--- config.mk ---
export PLATFORM = sky130hd
export DESIGN_NAME = sprite_anim_engine
export DESIGN_NICKNAME = d
export VERILOG_FILES = /design/src/rtl/sprite_pkg.sv /design/src/rtl/sprite_anim_ctr.sv /design/src/rtl/sprite_anim_engine.sv
export SDC_FILE = /design/constraint.sdc
export NUM_CORES = 1
export LEC_CHECK = 0
export CAP_MARGIN = 40
export CELL_PAD_IN_SITES_DETAIL_PLACEMENT = 1
export CELL_PAD_IN_SITES_GLOBAL_PLACEMENT = 1
export CORE_AREA = 2 2 152 154
export DETAILED_ROUTE_END_ITERATION = 12
export DIE_AREA = 0 0 154 156
export PLACE_DENSITY_LB_ADDON = 0.1
export SLEW_MARGIN = 10
export SYNTH_ARGS = -nofsm -noshare
export SYNTH_HDL_FRONTEND = slang
export SYNTH_HIERARCHICAL = 1
export SYNTH_SLANG_ARGS = --single-unit
--- constraint.sdc ---
create_clock -name clk -period 4.3 [get_ports clk]
set_input_delay 0.645 -clock clk [delete_from_list [all_inputs] [get_ports clk]]
set_output_delay 0.645 -clock clk [all_outputs]
set_load 0.05 [all_outputs]
--- src/rtl/sprite_pkg.sv ---
// sprite_pkg: shared definitions for the sprite renderer.
//   - game state encoding (TITLE..FAIL)
//   - play-field dimensions (320x240, shown 2x on a 640x480 raster)
//   - is_stage(): states in which sprites are drawn
package sprite_pkg;

  typedef enum logic [3:0] {
    TITLE  = 4'd0,
    INTRO1 = 4'd1,
    STAGE1 = 4'd2,
    INTRO2 = 4'd3,
    STAGE2 = 4'd4,
    INTRO3 = 4'd5,
    STAGE3 = 4'd6,
    WIN    = 4'd7,
    FAIL   = 4'd8
  } game_state_e;

  localparam int FIELD_W = 320;
  localparam int FIELD_H = 240;

  function automatic logic is_stage(input logic [3:0] state);
    return (state == STAGE1) || (state == STAGE2) || (state == STAGE3);
  endfunction

endpackage

--- src/rtl/sprite_anim_ctr.sv ---
// sprite_anim_ctr: per-sprite animation timing.
//   clk, rst          pixel clock, async active-high reset
//   frame_start       one-cycle pulse at start of vertical blank
//   en_new, row_new   enable/row being latched on this frame_start
//   row_old           row currently held in the shadow register
//   frame_idx         current animation frame (0..N_FRAMES-1)
// tick_cnt counts frame_start pulses; every FRAME_TICKS pulses the frame
// advances. A row change restarts the animation; disabled sprites sit at 0.
module sprite_anim_ctr #(
  parameter int N_FRAMES    = 4,
  parameter int FRAME_TICKS = 6,
  localparam int FW = (N_FRAMES > 1) ? $clog2(N_FRAMES) : 1
) (
  input  logic          clk,
  input  logic          rst,
  input  logic          frame_start,
  input  logic          en_new,
  input  logic [3:0]    row_new,
  input  logic [3:0]    row_old,
  output logic [FW-1:0] frame_idx
);

  logic [5:0] tick_cnt;

  always_ff @(posedge clk or posedge rst) begin
    if (rst) begin
      tick_cnt  <= '0;
      frame_idx <= '0;
    end else if (frame_start) begin
      // restart wins over advance
      if (!en_new || (row_new != row_old)) begin
        tick_cnt  <= '0;
        frame_idx <= '0;
      end else if (tick_cnt == 6'(FRAME_TICKS - 1)) begin
        tick_cnt  <= '0;
        frame_idx <= (frame_idx == FW'(N_FRAMES - 1)) ? '0 : frame_idx + FW'(1);
      end else begin
        tick_cnt <= tick_cnt + 6'd1;
      end
    end
  end

endmodule

--- src/rtl/sprite_anim_engine.sv ---
// sprite_anim_engine: 2-stage pipelined multi-sprite renderer.
//   clk, rst        pixel clock, async active-high reset
//   frame_start     vblank pulse; latches shadow copies of sprite inputs
//   state           game state; drawing only in STAGE1/2/3
//   h_cnt, v_cnt    VGA raster position (field pixel = count >> 1)
//   spr_en/x/y/row  per-sprite controls (packed, sprite i in slice i)
//   spr_flip        per-sprite horizontal mirror (SPRITE_HFLIP_EN only)
//   pixel_addr      sheet ROM address, 2 cycles after h_cnt/v_cnt
//   is_object       some sprite covers the pixel
//   obj_id          lowest-index sprite covering the pixel
// Build option: define SPRITE_HFLIP_EN to add the spr_flip port.
module sprite_anim_engine
  import sprite_pkg::*;
#(
  parameter int SPR_W       = 10,
  parameter int SPR_H       = 10,
  parameter int N_FRAMES    = 4,
  parameter int N_SPRITES   = 2,
  parameter int SHEET_W     = 320,
  parameter int SHEET_DEPTH = 76800,
  parameter int FRAME_TICKS = 6,
  localparam int IW = (N_SPRITES > 1) ? $clog2(N_SPRITES) : 1
) (
  input  logic                      clk,
  input  logic                      rst,
  input  logic                      frame_start,
  input  logic [3:0]                state,
  input  logic [9:0]                h_cnt,
  input  logic [9:0]                v_cnt,
  input  logic [N_SPRITES-1:0]      spr_en,
  input  logic [N_SPRITES-1:0][8:0] spr_x,
  input  logic [N_SPRITES-1:0][8:0] spr_y,
  input  logic [N_SPRITES-1:0][3:0] spr_row,
`ifdef SPRITE_HFLIP_EN
  input  logic [N_SPRITES-1:0]      spr_flip,
`endif
  output logic [16:0]               pixel_addr,
  output logic                      is_object,
  output logic [IW-1:0]             obj_id
);

  localparam int STAGES = 2;
  localparam int AW = ($clog2(2 * SHEET_DEPTH) > 17) ? $clog2(2 * SHEET_DEPTH) : 17;
  localparam int CW = (SPR_W > 1) ? $clog2(SPR_W) : 1;
  localparam int DW = (SPR_H > 1) ? $clog2(SPR_H) : 1;
  localparam int FW = (N_FRAMES > 1) ? $clog2(N_FRAMES) : 1;

  // ---------------- shadow registers ----------------
  logic [N_SPRITES-1:0]      sh_en;
  logic [N_SPRITES-1:0][8:0] sh_x, sh_y;
  logic [N_SPRITES-1:0][3:0] sh_row;

  always_ff @(posedge clk or posedge rst) begin
    if (rst) begin
      sh_en  <= '0;
      sh_x   <= '0;
      sh_y   <= '0;
      sh_row <= '0;
    end else if (frame_start) begin
      sh_en  <= spr_en;
      sh_x   <= spr_x;
      sh_y   <= spr_y;
      sh_row <= spr_row;
    end
  end

`ifdef SPRITE_HFLIP_EN
  logic [N_SPRITES-1:0] sh_flip;
  always_ff @(posedge clk or posedge rst) begin
    if (rst)              sh_flip <= '0;
    else if (frame_start) sh_flip <= spr_flip;
  end
`endif

  // ---------------- stage 1: per-sprite hit + offsets ----------------
  logic [9:0] x10, y10;
  logic       vld_in;
  assign x10    = {1'b0, h_cnt[9:1]};
  assign y10    = {1'b0, v_cnt[9:1]};
  assign vld_in = (h_cnt < 10'(2 * FIELD_W)) && (v_cnt < 10'(2 * FIELD_H)) && is_stage(state);

  logic [N_SPRITES-1:0][FW-1:0] frame_idx;
  logic [N_SPRITES-1:0]         hit_c;
  logic [N_SPRITES-1:0][CW-1:0] col_c;
  logic [N_SPRITES-1:0][DW-1:0] dy_c;
  logic [N_SPRITES-1:0][AW-1:0] base_c;

  for (genvar gi = 0; gi < N_SPRITES; gi++) begin : g_spr
    logic [9:0] sx, sy;
    assign sx = {1'b0, sh_x[gi]};
    assign sy = {1'b0, sh_y[gi]};

    sprite_anim_ctr #(
      .N_FRAMES   (N_FRAMES),
      .FRAME_TICKS(FRAME_TICKS)
    ) u_ctr (
      .clk        (clk),
      .rst        (rst),
      .frame_start(frame_start),
      .en_new     (spr_en[gi]),
      .row_new    (spr_row[gi]),
      .row_old    (sh_row[gi]),
      .frame_idx  (frame_idx[gi])
    );

    // 10-bit compares so sx+SPR_W never wraps
    assign hit_c[gi] = sh_en[gi] && (x10 >= sx) && (x10 < sx + 10'(SPR_W))
                                 && (y10 >= sy) && (y10 < sy + 10'(SPR_H));
    // offsets only meaningful on a hit, so truncation is safe
    assign dy_c[gi] = DW'(y10 - sy);
`ifdef SPRITE_HFLIP_EN
    assign col_c[gi] = sh_flip[gi] ? CW'(SPR_W - 1) - CW'(x10 - sx) : CW'(x10 - sx);
`else
    assign col_c[gi] = CW'(x10 - sx);
`endif
    // frame/row base captured here so a frame_start cannot skew in-flight pixels
    assign base_c[gi] = AW'(frame_idx[gi]) * AW'(SPR_W)
                      + AW'(sh_row[gi]) * AW'(SPR_H * SHEET_W);
  end

  logic [STAGES:1]              vld_pipe;
  logic [N_SPRITES-1:0]         s1_hit;
  logic [N_SPRITES-1:0][CW-1:0] s1_col;
  logic [N_SPRITES-1:0][DW-1:0] s1_dy;
  logic [N_SPRITES-1:0][AW-1:0] s1_base;

  always_ff @(posedge clk or posedge rst) begin
    if (rst) begin
      vld_pipe[1] <= 1'b0;
      s1_hit      <= '0;
      s1_col      <= '0;
      s1_dy       <= '0;
      s1_base     <= '0;
    end else begin
      vld_pipe[1] <= vld_in;
      s1_hit      <= hit_c;
      s1_col      <= col_c;
      s1_dy       <= dy_c;
      s1_base     <= base_c;
    end
  end

  // ---------------- stage 2: priority select + address ----------------
  logic          win_hit;
  logic [IW-1:0] win_id;
  logic [CW-1:0] win_col;
  logic [DW-1:0] win_dy;
  logic [AW-1:0] win_base, raw, addr_c;

  always_comb begin
    win_hit  = 1'b0;
    win_id   = '0;
    win_col  = '0;
    win_dy   = '0;
    win_base = '0;
    // walk high-to-low so the lowest index ends up winning
    for (int i = N_SPRITES - 1; i >= 0; i--) begin
      if (s1_hit[i]) begin
        win_hit  = 1'b1;
        win_id   = IW'(i);
        win_col  = s1_col[i];
        win_dy   = s1_dy[i];
        win_base = s1_base[i];
      end
    end
    raw    = AW'(win_dy) * AW'(SHEET_W) + AW'(win_col) + win_base;
    addr_c = (raw >= AW'(SHEET_DEPTH)) ? raw - AW'(SHEET_DEPTH) : raw;
  end

  always_ff @(posedge clk or posedge rst) begin
    if (rst) begin
      vld_pipe[2] <= 1'b0;
      pixel_addr  <= '0;
      obj_id      <= '0;
    end else if (vld_pipe[1] && win_hit) begin
      vld_pipe[2] <= 1'b1;
      pixel_addr  <= 17'(addr_c);
      obj_id      <= win_id;
    end else begin
      vld_pipe[2] <= 1'b0;
      pixel_addr  <= '0;
      obj_id      <= '0;
    end
  end

  assign is_object = vld_pipe[STAGES];

endmodule

# After elaboration in Yosys (flattened, before gate mapping)
# Cells that the tools add are included.
op_classes:
  reduce_logical: 21
  shifts: 0
  n_div: 0
  n_addsub: 17
  order_cmp: 11
  bitwise_logic: 0
  multipliers: 5
  eq_ne: 9
  n_mux: 23
ops:
  columns: ["cell", "n"]
  rows:
  - ["$mux 17", 4]
  - ["$add 9x4->10 const B", 4]
  - ["$lt 9x10->1", 4]
  - ["$ge 9x9->1", 4]
  - ["$add 6x16->17", 2]
  - ["$mux 6", 4]
  - ["$add 14x17->18", 1]
  - ["$ge 18x17->1 const B", 1]
  - ["$mul 4x5->9 const B", 2]
  - ["$sub 17x17->17 const B", 1]
  - ["$mux 4", 4]
  - ["$sub 4x4->4", 4]
  - ["$add 13x4->14", 1]
  - ["$add 6x1->6 const B", 2]
  - ["$eq 6x3->1 const B", 2]
  - ["$mux 2", 6]
  - ["$logic_and 1x1->1", 11]
  - ["$lt 10x10->1 const B", 1]
  - ["$lt 10x9->1 const B", 1]
  - ["$mul 2x3->5 const B", 2]
  - ["$eq 4x3->1 const B", 2]
  - ["$ne 4x4->1", 2]
  - ["$mul 4x3->7 const B", 1]
  - ["$mux 1", 5]
  - ["other kinds (7)", 15]
totals:
  ramBits: 0
  n_memories: 0
  latch_bits: 0
  word_cells: 108
  input_bits: 73
  regBits: 134
  output_inout_bits: 19
  mem_bits_ro: 0

# Logic depth before layout (Yosys ltp)
depth:
  ltp_word: 8
  mapped_depth: 17
  ltp_nobuf: 15

# Modules after synthesis
# The synthesis kept the hierarchy.
by_module_without_submodules:
  columns: ["module", "area_per_inst_um2", "seq_area_each_um2", "cells_each", "instances"]
  rows:
  - ["sprite_anim_engine", 6643.9, 2652.5, 631, 1]
  - ["sprite_anim_ctr", 533.0, 200.2, 56, 2]

# Worst setup path after synthesis
# Ideal clock, no wire load.
synth_timing:
  path_type: "reg2reg"
  from: "reg s1_hit[0]"
  to: "reg pixel_addr[12]"
  arrival_time_ps: 3438
  t_required_ps: 4170
  slack_ps: 732
  path_buffers: 3
  period_less_slack_ps: 3568
  path_stages_with_launch: 17
  setup_time_ps: 130
  cell_sequence: "dfrtp_1 buf_6 clkbuf_1 buf_1 a22o_1 ha_1 ha_1 ha_1 a21oi_1 xnor2_1 ha_1 a21o_1 a31oi_1 nand2_1 and3b_1 o311ai_2 a21oi_1"
synth_via:
  elab_chain_len: 7
  word_cells_on_any_way: 12
  cone_classes: "add/sub (3); mul (1); order compare (1); mux (6); reduce/logical (1)"
synth_rtl:
  columns: ["element", "line", "text"]
  rows:
  - ["start, declared", "sprite_anim_engine.sv:122", "logic [N_SPRITES-1:0] s1_hit;"]
  - ["start signal, assigned", "sprite_anim_engine.sv:136", "s1_hit <= hit_c;"]
  - ["$mux 4", "sprite_anim_engine.sv:158", "if (s1_hit[i]) begin"]
  - ["$mul 4x3->7", "sprite_anim_engine.sv:166", "raw = AW'(win_dy) * AW'(SHEET_W) + AW'(win_col) + win_base;"]
  - ["$add 13x4->14", "sprite_anim_engine.sv:166", null]
  - ["$add 14x17->18", "sprite_anim_engine.sv:166", null]
  - ["$sub 17x17->17 or $ge 18x17->1 (tied branches)", "sprite_anim_engine.sv:167", "addr_c = (raw >= AW'(SHEET_DEPTH)) ? raw - AW'(SHEET_DEPTH) : raw;"]
  - ["$mux 17", "sprite_anim_engine.sv:167", null]
  - ["$mux 17 *", "sprite_anim_engine.sv:175", "end else if (vld_pipe[1] && win_hit) begin"]
  - ["end signal, assigned", "sprite_anim_engine.sv:177", "pixel_addr <= 17'(addr_c);"]
  - ["end, declared", "sprite_anim_engine.sv:37", "output logic [16:0] pixel_addr,"]
# Mark *: on every way between the ends. The rest lies on a longest branch, timed or not.
# A chain may end at the register's enable or synchronous reset.

# Final worst setup path
layout_timing:
  from: "reg s1_hit[1]"
  to: "reg pixel_addr[12]"
layout_via:
  elab_chain_len: 8
  word_cells_on_any_way: 16
  cone_classes: "add/sub (3); mul (1); order compare (1); mux (10); reduce/logical (1)"
layout_rtl:
  columns: ["element", "line"]
  rows:
  - ["$mux 4 (2 in series)", "sprite_anim_engine.sv:158"]
  - ["$mul 4x3->7", "sprite_anim_engine.sv:166"]
  - ["$add 13x4->14", "sprite_anim_engine.sv:166"]
  - ["$add 14x17->18", "sprite_anim_engine.sv:166"]
  - ["$sub 17x17->17 or $ge 18x17->1 (tied branches)", "sprite_anim_engine.sv:167"]
  - ["$mux 17", "sprite_anim_engine.sv:167"]
  - ["$mux 17 *", "sprite_anim_engine.sv:175"]
# Marked as above.

==> results.yml <==
worst_setup_path:
  critical_path_endpoint_category: "register"
  cp_common_cell: "ha_1"
  cp_data_arrival_time_ns: 3.93
  critical_path.n_buffers_inverters: 1
  crit_chain: "nor2b_2, a22oi_1, inv_1, ha_1, ha_1, ha_1, a21oi_1, xnor2_1, ha_1, a21o_1, a31oi_1, nand2_1, and3b_1, o311ai_2, a21oi_1"
  critical-path-max-stage-delay_ns: 0.44
  critPathSlowestCell: "dfrtp_1"
  critical-path-top-delay-family: "compound AO/OA/AOI/OAI gates"
  cp_data_required_time_ns: 4.57
  critPathKind: "reg -> reg"
  critPathLaunchType: "register"
  worst-r2r-setup-slack_ns: 0.63
  critPathMaxFanout: 6
clock_tree:
  reg_clk_slew_reported_paths_ns: 0.06
  cts-resized-gates: 0
  cts_root_buffer: "clkbuf_16"
  postCtsSetupRepairBufs: 0
  cts_tree: "yes"
  post_cts_hold_buffer_count: 0
  cts_inserted_buffers: 17
  clock_tree.htree_level_count: 4
  clock_insertion_delay_at_the_later_pin_of_the_skew_report_ns: 0.42
  cts_sinks: 122
  clock_tree.buffer_depth: 2
die:
  die_area_um2: 24000
  rows: 55
  core_um2: 22400
  num_io_pins: 92
  die_height_um: 156
  chipWidth_um: 154
  start_util: 0.345
grt:
  antenna_violations_before_repair: 0
  grt_pass1_wl_um: 31900
  global_route.usage.total: 0.168
  grt_start_max_net_pins: 60
  grt_remaining_overflow: 0
  grt_pass1_vias: 6393
layout:
  antenna_cells: 0
  syn2layout_area_growth_pct: 24.0
  layout.cells.most_common: "dfrtp_1"
  post-route-util: 0.427
  fillers: 2432
  most_frequent_cells_in_the_layout: "dfrtp_1 (122), ha_1 (106), clkdlybuf4s50_1 (88)"
  final_layout_size_suffix_gt1_frac: 0.0880
  num-nets-final: 1030
route:
  vias_per_cell: 5.05
  avgRoutedWirePerCell_um: 16.8
  drcViolationCount: 0
  drt_pre_antenna_iters: 6
  ant_nets: 0
  detailroute.via_count: 5744
  dr.first_iter.drc_count: 198
  drt-total-wl_um: 19100
yosys:
  synth_top_family_by_area: "adder cells"
  yosysWarnings: 6
  synth.net_count: 934
  synthesis.area_um2: 7710
  share_of_cell_area_taken_by_muxes_after_synthesis: 0.0175
  yosys_register_bits: 122
  ys_async_sr_fraction: 1.00
  synth_area_in_adders: 0.203
  synth-compound-area-share: 0.163
  synth-edff-count: 0
  synth.lib_cells_used.distinct: 63
  synth_simple_gate_area_share: 0.102
  synth_xor_xnor_area_share: 0.0703
  synth.avg_cell_area_um2: 10.4
  most_frequently_used_flop_master_after_synthesis: "dfrtp_1"
  synthesis.instances: 743
  ys_seq_area_frac: 0.396
timing:
  hold_violations: 0
  setup_total_negative_slack_ns: 0
  grt_setup_unrepaired: "false"
  final_critical_path_setup_slack_ns: 0.634
  max_slew_margin: 0.600
  actual_transition_at_the_worst_max_transition_pin_ns: 0.600
  final_period_minus_worst_setup_slack_ns: 3.67
  fmaxAchievable_ghz: 0.273
  finalSetupViolations: 0
  hold_ws_ns: 0.420
  finalClockSkew_ns: 0.0139
  final-max-slew-violation-count: 0
  timing.final.crit_share: 0.853
place:
  routability_congestion_estimate_from_global_placement: 0.799
  place_worst_setup_slack_ns: 0.650
  detailed_place_hpwl_um: 15000
  io_buffer_count: 89
outcome:
  status: "completed"
run:
  max_cap_viol_count: 0
min_path:
  hold_class: "reg -> reg"
pwr:
  switching_power_mw: 1.01
  p_clk_frac: 0.422
  combinationalPowerShare: 0.195
  swShare: 0.286
  peakVddDrop_v: 0.000207
  share_seq_of_total_power: 0.383
  cellPowerDensity_nw_per_um2: 368
  power.leakage_nw: 4.35
  intPower_mw: 2.51
[per-stage QoR]
step	total power [mW]	std cells	area, µm²
5_1_grt	3.73	1137	9560
2_1_floorplan	1.80	743	7710
6_report	3.52	1137	9560
3_5_place_dp	2.06	1105	8950
4_1_cts	3.58	1137	9560
3_3_place_gp	2.03	1103	8900
[state kept, by name, summed over array words and instances, names as in the netlist, 2 cells and up]
register	count
g_spr.sx	18
g_spr.sy	18
g_spr.u_ctr/frame_idx	4
g_spr.u_ctr/tick_cnt	12
pixel_addr	17
s1_base	22
s1_col	8
s1_dy	8
s1_hit	2
sh_en	2
sh_row	8
[metal layers]
metal,vias up,global-route usage,wire (µm)
met5,-,0,0
met1,2839,0.200,8540
met2,79,0.307,9840
li1,2809,-,-
met4,0,0.0605,298
met3,17,0.0258,399
[final timing paths]
| check | startpoint | end | cells past startpoint |
|---|---|---|---|
| worst max-delay path | s1_hit[1] | pixel_addr[12] | 15 |
| worst min-delay path | g_spr[0].u_ctr/frame_idx[1] | s1_base[4] | 0 |
| worst max register to register | s1_hit[1] | pixel_addr[12] | 15 |
| worst min register to register | g_spr[0].u_ctr/frame_idx[1] | s1_base[4] | 0 |
| max in group asynchronous | rst | g_spr[1].sy[2] | 3 |
| min in group asynchronous | rst | pixel_addr[5] | 2 |
[power by group through the flow]
stage | registers, mW | logic (mW) | clock network, mW
2_1_floorplan | 1.34 | 0.462 | 0
3_3_place_gp | 1.37 | 0.659 | 0
3_5_place_dp | 1.37 | 0.693 | 0
4_1_cts | 1.35 | 0.702 | 1.53
5_1_grt | 1.36 | 0.784 | 1.58
6_report | 1.35 | 0.685 | 1.49
[cells in the mapped netlist (all sizes together), types with 13 or more instances]
master / instances / area [µm²]
clkbuf: 14 / 62.6
nor2: 25 / 93.8
nand2: 53 / 204
ha: 106 / 1330
xnor2: 42 / 375
xor2: 19 / 166
nand4: 13 / 81.3
a21oi: 36 / 180
dfrtp: 122 / 3050
inv: 75 / 282
o21ai: 63 / 319
nor3: 13 / 87.6
[logic make-up after synthesis]
kind of cell | Yosys count
and+or+nand+nor | 151
DFF | 122
xor gates and xnor gates | 61
buffers and inverters | 92
adders and majority gates | 118
AOI/OAI and AO/OA | 187
muxes | 12
[cell type report]
| type | instances | area (µm²) | share of cell area |
|---|---|---|---|
| clock buffers | 19 | 443 | 0.0463 |
| clock inverters | 13 | 166 | 0.0174 |
| inverters | 75 | 284 | 0.0297 |
| multi-input cells | 529 | 4290 | 0.448 |
| flip-flops and latches | 122 | 3050 | 0.319 |
| well taps | 285 | 357 | 0.0373 |
| repair buffers | 94 | 971 | 0.102 |
Power figures use the tool's default switching activity.
